`config.mk`:
```
export PLATFORM = sky130hd
export DESIGN_NAME = intr_encoder
export DESIGN_NICKNAME = d
export VERILOG_FILES = /design/src/rtl/intr_encoder.sv
export SDC_FILE = /design/constraint.sdc
export NUM_CORES = 1
export LEC_CHECK = 0
export CAP_MARGIN = 20
export CORE_ASPECT_RATIO = 1.1
export CORE_MARGIN = 5
export CORE_UTILIZATION = 51
export CTS_CLUSTER_DIAMETER = 100
export DETAILED_ROUTE_END_ITERATION = 10
export GPL_TIMING_DRIVEN = 1
export PLACE_DENSITY_LB_ADDON = 0.25
export SETUP_SLACK_MARGIN = 0.2
export SYNTH_ARGS = -nofsm -noshare
export SYNTH_HDL_FRONTEND = slang
export SYNTH_SLANG_ARGS = --single-unit
```
`constraint.sdc`:
```
create_clock -name clk -period 3.45 [get_ports clk]
set_clock_uncertainty 0.1 [all_clocks]
set_input_delay 0.69 -clock clk [delete_from_list [all_inputs] [get_ports clk]]
set_output_delay 0.69 -clock clk [all_outputs]
set_load 0.1 [all_outputs]
```
`src/rtl/intr_encoder.sv`:
```
// Sequential priority encoder: captures a request vector on load and emits the
// index of every set bit, highest first, one per valid/ready transfer.
module intr_encoder #(
  parameter int N = 8,
  parameter int W = 3
) (
  input  logic         clk,
  input  logic         rst_n,
  input  logic [N-1:0] req,
  input  logic         load,
  output logic [W-1:0] code,
  output logic         valid,
  input  logic         ready,
  output logic         busy,
  output logic         done,
  output logic [W:0]   count
);

  typedef enum logic {IDLE, EMIT} state_t;

  state_t       state, state_next;
  logic [N-1:0] pending, pending_next;
  logic [W:0]   count_next;
  logic         done_next;
  logic [W-1:0] top_idx;
  logic [N-1:0] top_mask;
  logic         xfer;

  // Priority search works only from the captured vector, so req changes mid-sequence are invisible.
  always_comb begin
    top_idx  = '0;
    top_mask = '0;
    for (int i = 0; i < N; i++) begin
      if (pending[i]) begin
        top_idx = W'(i);
      end
    end
    top_mask[top_idx] = 1'b1;
  end

  assign valid = (state == EMIT);
  assign busy  = (state == EMIT);
  assign code  = valid ? top_idx : '0;
  assign xfer  = valid && ready;

  always_comb begin
    state_next   = state;
    pending_next = pending;
    count_next   = count;
    done_next    = 1'b0;
    case (state)
      IDLE: begin
        if (load) begin
          pending_next = req;
          count_next   = '0;
          if (req != '0) begin
            state_next = EMIT;
          end else begin
            done_next = 1'b1;
          end
        end
      end
      EMIT: begin
        if (xfer) begin
          pending_next = pending & ~top_mask;
          count_next   = (count == (W+1)'(N)) ? count : count + 1'b1;
          if (pending_next == '0) begin
            state_next = IDLE;
            done_next  = 1'b1;
          end
        end
      end
      default: state_next = IDLE;
    endcase
  end

  always_ff @(posedge clk or negedge rst_n) begin
    if (!rst_n) begin
      state   <= IDLE;
      pending <= '0;
      count   <= '0;
      done    <= 1'b0;
    end else begin
      state   <= state_next;
      pending <= pending_next;
      count   <= count_next;
      done    <= done_next;
    end
  end

endmodule

```
== Word-level counts from Yosys, hierarchy flattened ==
Cells that the tools add are included.
W data, S select, Z words.
Storage, ports and cells
  bits in registers: 14
  output and inout port bits: 10
  logic and storage cells: 47
  input bits: 12
Operators by class
  reduce and logical (&&, ||, !) cells: 6
  multiplexer cells: 27
  bitwise logic cells: 3
  $add $sub $neg: 1
  eq/ne operators: 4
  magnitude comparators: 2
Operators by type and width (count)
  $mux W8: 2
  $pmux W8 S2: 1
  $mux W3: 5
  $mux W4: 3
  $mux W1: 10
  $and A8 B8 Y8: 1
  $logic_not A8 Y1: 1
  $not A8 Y8: 1
  $pmux W4 S2: 1
  $reduce_bool A8 Y1: 1
  $add A4 B1 Y4 const B: 1
  $eq A4 B4 Y1 const B: 1
  $lt A3 B4 Y1 const B: 1
  $mux W2: 2
  $ne A2 B2 Y1 const B: 2
  $pmux W1 S2: 2
  $demux W1 S3: 1
  $ge A3 B1 Y1 const B: 1
  $reduce_and A3 Y1: 1
  $logic_and A1 B1 Y1: 2
  $ne A2 B1 Y1 const B: 1
  $reduce_and A2 Y1: 1
  $not A1 Y1: 1

== Depth between registers and ports, before layout ==
Gate-level depths: netlist of run 1.
  word-level depth: 17
  mapped depth: 6

== Least setup slack after synthesis of run 1 ==
OpenSTA, ideal clock, no wires.
  path kind: register -> output
  start: register state, in the netlist busy
  end: output port code[1]
  stages on the path, launching flop included: 4
  buffers on the path: 2
  slack: 0.337 ns
  arrival time: 2.323 ns
  data required time: 2.660 ns
  cell sequence: dfrtp_1 -> clkbuf_1 -> clkbuf_1 -> o31a_1
On the way
  cells in the longest elaborated chain, start to end: 1
Ends and longest elaborated chain
  from (decl): line 21  | state_t state, state_next;
  from (signal assigned): line 84  | state <= state_next;
  $mux W3: line 43  | assign code = valid ? top_idx : '0;
  to (decl): line 11  | output logic [W-1:0] code,
Every way passes these cells.

== Worst setup path after layout of run 1 ==
  start: register pending[4]
  end: output port code[0]
On the way
  cells in the longest elaborated chain, start to end: 5
Ends and longest elaborated chain
  from (decl): line 22  | logic [N-1:0] pending, pending_next;
  from (signal assigned): line 85  | pending <= pending_next;
  $mux W3 (4 in series): line 34  | if (pending[i]) begin
  $mux W3: line 43
Every way passes these cells.

==> impl_metrics.py, run 1 <==
metrics = {
    "timing": {
        "relSlewSlack_pct": 44.31,
        "layout_min_cycle_time_ns": 2.593,
        "fin_tns_setup_ns": 0,
        "drv_slew": 0,
        "min_period_over_period_pct": 75.15,
        "hold_violations": 0,
        "finalSetupViolations": 0,
        "max_clock_freq_mhz": 385.7,
        "rsz0062_at_grt": "false",
        "worst_pin_slew_ns": 0.8337,
    },
    "global_route": {
        "first_global_vias": 750,
        "grt_max_degree": 20,
        "grt.overflow.total": 0,
        "antenna_found_initial": 0,
        "grt_usage_pct": 16.86,
        "grt_pass1_wl_mm": 3.401,
    },
    "floorplanning": {
        "dieWidth_microns": 49.15,
        "die_height_microns": 53.06,
        "ios": 22,
        "start_util_pct": 54.52,
        "die_area_sq_um": 2607,
        "rows": 15,
        "core-area_sq_um": 1577,
    },
    "synthesis": {
        "syn_inst": 94,
        "synth_adder_area_share_pct": 4.221,
        "synth-simple-area-share_pct": 17.18,
        "synth_compound_area_share_pct": 27.66,
        "synth_seq_cells": 14,
        "synth_top_family_by_area": "compound AO/OA/AOI/OAI gates",
        "syn_area_per_cell_sq_um": 9.144,
        "syn_nets": 108,
        "synth_ff_type": "dfrtp_1",
        "ys_seq_area_share_pct": 40.76,
        "synth_edf_count": 0,
        "yosys_warnings": 0,
        "synth.area.mux_share_pct": 2.475,
        "async_flop_share_pct": 100.0,
        "yosys.area_share.xor_xnor_pct": 1.019,
        "synth_cell_type_count": 40,
        "syn_area_sq_um": 859.6,
    },
    "cts": {
        "post_cts_buffers": 0,
        "insertion_delay_ns": 0.28,
        "clock-sinks": 14,
        "cts_max_level": 1,
        "clock_path_buffers": 2,
        "cts_hold_buffers": 0,
        "post_cts_resized": 0,
        "cts_root_buffer": "clkbuf_4",
        "cts_tree": "done",
        "numCtsBuffers": 3,
        "path_clk_slew_ns": 0.08,
    },
    "route": {
        "wire_per_inst_microns": 16.28,
        "vias_per_cell": 6.102,
        "ant_nets": 0,
        "drt-total-wl_mm": 2.084,
        "drtIter0Drc": 13,
        "drc": 0,
        "vias": 781,
        "firstDrtPassIters": 4,
    },
    "outcome": {
        "outcome": "completed",
    },
    "critical_path": {
        "crit_family": "compound AO/OA/AOI/OAI gates",
        "critical_path_class": "reg -> out",
        "critPathBufInv": 1,
        "crit_arrival_ns": 1.80,
        "crit_slowest_cell": "dfrtp_1",
        "cp_max_fo": 8,
        "path_cells": "nor3b_1, a211oi_1, nor2_1, o21a_1, buf_4",
        "max_stage_delay_ns": 0.51,
        "end_kind": "output pin",
        "cp-start-kind": "flip-flop",
        "cp.required_ns": 2.66,
    },
    "placement": {
        "dp_hpwl_mm": 1.562,
        "io_buffers": 21,
        "place.gp.congestion": 0.7951,
        "post_dp_cell_area_sq_um": 1027,
        "dp.cells": 125,
    },
    "finish": {
        "fin_area_sq_um": 1050,
        "fin_nets": 127,
        "fin_util_pct": 66.59,
        "layoutNonFillerInstCount": 128,
        "syn_to_final_growth_pct": 22.13,
        "diodes": 0,
        "drive_gt1_share_pct": 17.12,
    },
    "worst_hold_path": {
        "hold_path_class": "reg -> reg",
    },
    "flow_run": {
        "drv_cap": 0,
    },
}
## per-stage QoR
step / hold WS, ns / setup slack, ns
after floorplan: 0.2944 / 0.3372
after global placement: 0.4460 / 1.020
after detailed placement: 0.4648 / 0.9059
after CTS: 0.4715 / 0.8678
after global routing: 0.5196 / 0.7735
final: 0.4744 / 0.8573
## registers in the layout (all words and copies together) (netlist names)
register / flops
busy: 1
count: 4
done: 1
pending: 8
## per-layer routing
metal  GRT usage (%)  share of wire, %
met4           7.623               1.8
met2           26.82                46
met1           21.74                45
met3           3.662               6.9
met5               0                 0
## path summary, 6_finish.rpt
| path | slack, ns | start | to | depth (start not counted) |
|---|---|---|---|---|
| setup reg to reg | 1.49 | pending[5]$_DFFE_PN0P_ | busy$_DFF_PN0_ | 3 |
| hold / removal | 0.47 | count[0]$_DFFE_PN0P_ | count[0]$_DFFE_PN0P_ | 1 |
| hold reg to reg | 0.47 | count[0]$_DFFE_PN0P_ | count[0]$_DFFE_PN0P_ | 1 |
| max in group asynchronous | 2.17 | rst_n | pending[3]$_DFFE_PN0P_ | 1 |
| setup / recovery | 0.86 | pending[4]$_DFFE_PN0P_ | code[0] | 5 |
| min in group asynchronous | 0.68 | rst_n | busy$_DFF_PN0_ | 1 |
## cell usage in the layout, fill, tap and decap left out, types with 3 or more instances in the layout
cell type,instances
clkbuf_4,3
nor4_1,3
o21ai_0,8
nor2_1,6
inv_1,5
a22o_1,4
a211oi_1,3
nand2_1,9
buf_4,10
dfrtp_1,14
clkdlybuf4s50_1,11
## kinds of logic (layout without fill, tap and decap cells)
| kind of cell | count (synthesis) | count (layout) |
|---|---|---|
| compound gates | 33 | 33 |
| xor+xnor | 1 | 1 |
| buf+inv | 12 | 29 |
| flops | 14 | 14 |
| simple gates | 29 | 29 |
| mux | 2 | 2 |
| fa+ha+maj | 3 | 3 |
## cells in the mapped netlist (all sizes together) (2+ instances only)
cell    number  area share [%]
dfrtp       14              41
nand2        9             3.9
o21ai        8             4.7
nor2         6             2.6
inv          5             2.2
a22o         4             4.1
clkbuf       4             1.7
a211oi       3             2.6
buf          3             2.8
nor4         3             2.2
a21boi       2             1.7
a21o         2             1.7
a21oi        2             1.2
and2         2             1.6
ha           2             2.9
nand3        2             1.2
o31a         2             2.0
o32a         2             2.5
or3          2             1.5
## area by class of cell
class,instances,area [sq um]
Timing Repair Buffer,21,185.2
Clock buffer,3,22.52
Tap cell,17,21.27
Multi-Input combinational cell,68,451.7
Inverter,5,18.77
Fill cell,143,526.8
Sequential cell,14,350.3
Power of run 1 is left out: the tool's default activity adds up to more than one toggle a clock period on the data nets, which glitch-free logic cannot reach.
==> run 2: changes to the inputs <==
--- a/config.mk
+++ b/config.mk
@@ -8,7 +8,7 @@
 export CAP_MARGIN = 20
 export CORE_ASPECT_RATIO = 1.1
 export CORE_MARGIN = 5
-export CORE_UTILIZATION = 51
+export CORE_UTILIZATION = 47
 export CTS_CLUSTER_DIAMETER = 100
 export DETAILED_ROUTE_END_ITERATION = 10
 export GPL_TIMING_DRIVEN = 1
==> constraint.sdc (replaced) <==
create_clock -name clk -period 2.6 [get_ports clk]
set_clock_uncertainty 0.1 [all_clocks]
set_input_delay 0.52 -clock clk [delete_from_list [all_inputs] [get_ports clk]]
set_output_delay 0.52 -clock clk [all_outputs]
set_load 0.1 [all_outputs]
==> run 2 against run 1 <==
Global-route usage shrank 0.46 points. Worst hold slack got worse by 0.0055 ns. Final cell count grew 2.3%. Worst setup slack got worse by 0.58 ns. Die area grew 6.8%. Critical endpoint is now code[2]. Largest cell class unchanged.
==> impl_metrics.py, run 2 (synthesis results as in run 1) <==
metrics = {
    "outcome": {
        "outcome": "completed",
    },
    "route": {
        "ant_nets": 0,
        "wire_per_inst_microns": 15.33,
        "vias": 787,
        "vias_per_cell": 6.008,
        "drtIter0Drc": 17,
        "firstDrtPassIters": 4,
        "drc": 0,
        "drt-total-wl_mm": 2.008,
    },
    "finish": {
        "drive_gt1_share_pct": 24.78,
        "syn_to_final_growth_pct": 29.11,
        "layoutNonFillerInstCount": 131,
        "diodes": 0,
        "largest_register_ffs": 8,
        "mostFrequentLayoutCell": "clkdlybuf4s50_1",
        "top_register": "pending",
        "fillers": 155,
        "reg_top3": "pending (8), count (4)",
        "final_cell_mix": "clkdlybuf4s50_1, dfrtp_1, nand2_1, buf_4, o21ai_0",
        "fin_nets": 128,
    },
    "critical_path": {
        "r2r_cells": 3,
        "cp_max_fo": 8,
        "critical_path_class": "reg -> out",
        "cp.required_ns": 1.98,
        "crit_arrival_ns": 1.70,
        "end_kind": "output pin",
        "cp-start-kind": "flip-flop",
        "rrSetupSlack_ns": 0.67,
    },
    "placement": {
        "place.gp.congestion": 0.8416,
        "dp_hpwl_mm": 1.494,
        "dp.cells": 127,
        "preCtsSetupSlack_ns": 0.4993,
        "io_buffers": 21,
    },
    "cts": {
        "cts_hold_buffers": 0,
        "cts_tree": "done",
        "numCtsBuffers": 3,
        "clock-sinks": 14,
        "cts_root_buffer": "clkbuf_4",
        "cts_max_level": 1,
        "path_clk_slew_ns": 0.09,
        "insertion_delay_ns": 0.28,
        "clock_path_buffers": 2,
    },
    "timing": {
        "worst_pin_slew_ns": 0.6223,
        "finalSetupViolations": 0,
        "fin_tns_setup_ns": 0,
        "fin_ws_ns": 0.2785,
        "rsz0062_at_grt": "false",
        "max_clock_freq_mhz": 430.8,
        "drv_slew": 0,
        "hold_violations": 0,
        "layout_min_cycle_time_ns": 2.321,
        "relSlewSlack_pct": 58.38,
        "min_period_over_period_pct": 89.29,
    },
    "floorplanning": {
        "dieWidth_microns": 50.78,
        "start_util_pct": 48.79,
        "core-area_sq_um": 1762,
        "die_area_sq_um": 2785,
        "die_height_microns": 54.86,
        "ios": 22,
        "rows": 16,
    },
    "global_route": {
        "grt_usage_pct": 16.40,
        "grt_max_degree": 20,
        "antenna_found_initial": 0,
        "first_global_vias": 767,
        "grt_pass1_wl_mm": 3.470,
        "grt.overflow.total": 0,
    },
    "worst_hold_path": {
        "min_path_cells": 1,
        "hold_path_class": "reg -> reg",
    },
    "flow_run": {
        "drv_cap": 0,
    },
}
[run 2: worst paths after layout]
| kind | start | end |
|---|---|---|
| worst max-delay path | pending[5]$_DFFE_PN0P_ | code[2] |
| worst min-delay path | count[0]$_DFFE_PN0P_ | count[0]$_DFFE_PN0P_ |
| worst max register to register | pending[5]$_DFFE_PN0P_ | busy$_DFF_PN0_ |
| worst min register to register | count[0]$_DFFE_PN0P_ | count[0]$_DFFE_PN0P_ |
| max in group asynchronous | rst_n | pending[5]$_DFFE_PN0P_ |
| min in group asynchronous | rst_n | done$_DFF_PN0_ |
[run 2: through the flow]
| step | instance area (sq um) | hold WS (ns) | util (%) |
|---|---|---|---|
| floorplan | 863.3 | 0.1244 | - |
| global placement | 1065 | 0.4405 | 60.44 |
| detailed placement | 1065 | 0.4625 | 60.44 |
| CTS | 1106 | 0.4721 | 62.78 |
| global route | 1110 | 0.5155 | 63.00 |
| finish | 1110 | 0.4688 | 63.00 |
[run 2: per-layer routing]
| metal | vias to the layer above | global-route usage [%] | wire, microns |
|---|---|---|---|
| met3 | 6 | 4.360 | 157 |
| met4 | 0 | 7.660 | 28 |
| li1 | 386 | - | - |
| met5 | - | 0 | 0 |
| met1 | 361 | 21.91 | 913 |
| met2 | 34 | 24.59 | 909 |
[run 2: critical path: stages, from the launching register on]
cell and delay, ns:
dfrtp_2 0.47, or4_4 0.57, and2_2 0.23, buf_12 0.16
[run 2: timing repair]
action / CTS / global route
hold endpoints to repair: 0 / 0
setup endpoints to repair: 1 / 2
pin swaps: 0 / 0
buffers inserted: 0 / 0
resized for setup: 1 / 3
[run 2: area by class of cell]
type	instances	area (sq um)	share of cell area, %
Multi-Input combinational cell	68	459.2	41.38
Sequential cell	14	355.3	32.02
Timing Repair Buffer	22	217.7	19.62
Clock buffer	4	36.28	3.269
Tap cell	18	22.52	2.029
Inverter	5	18.77	1.691
Power of run 2 is left out for the same reason.
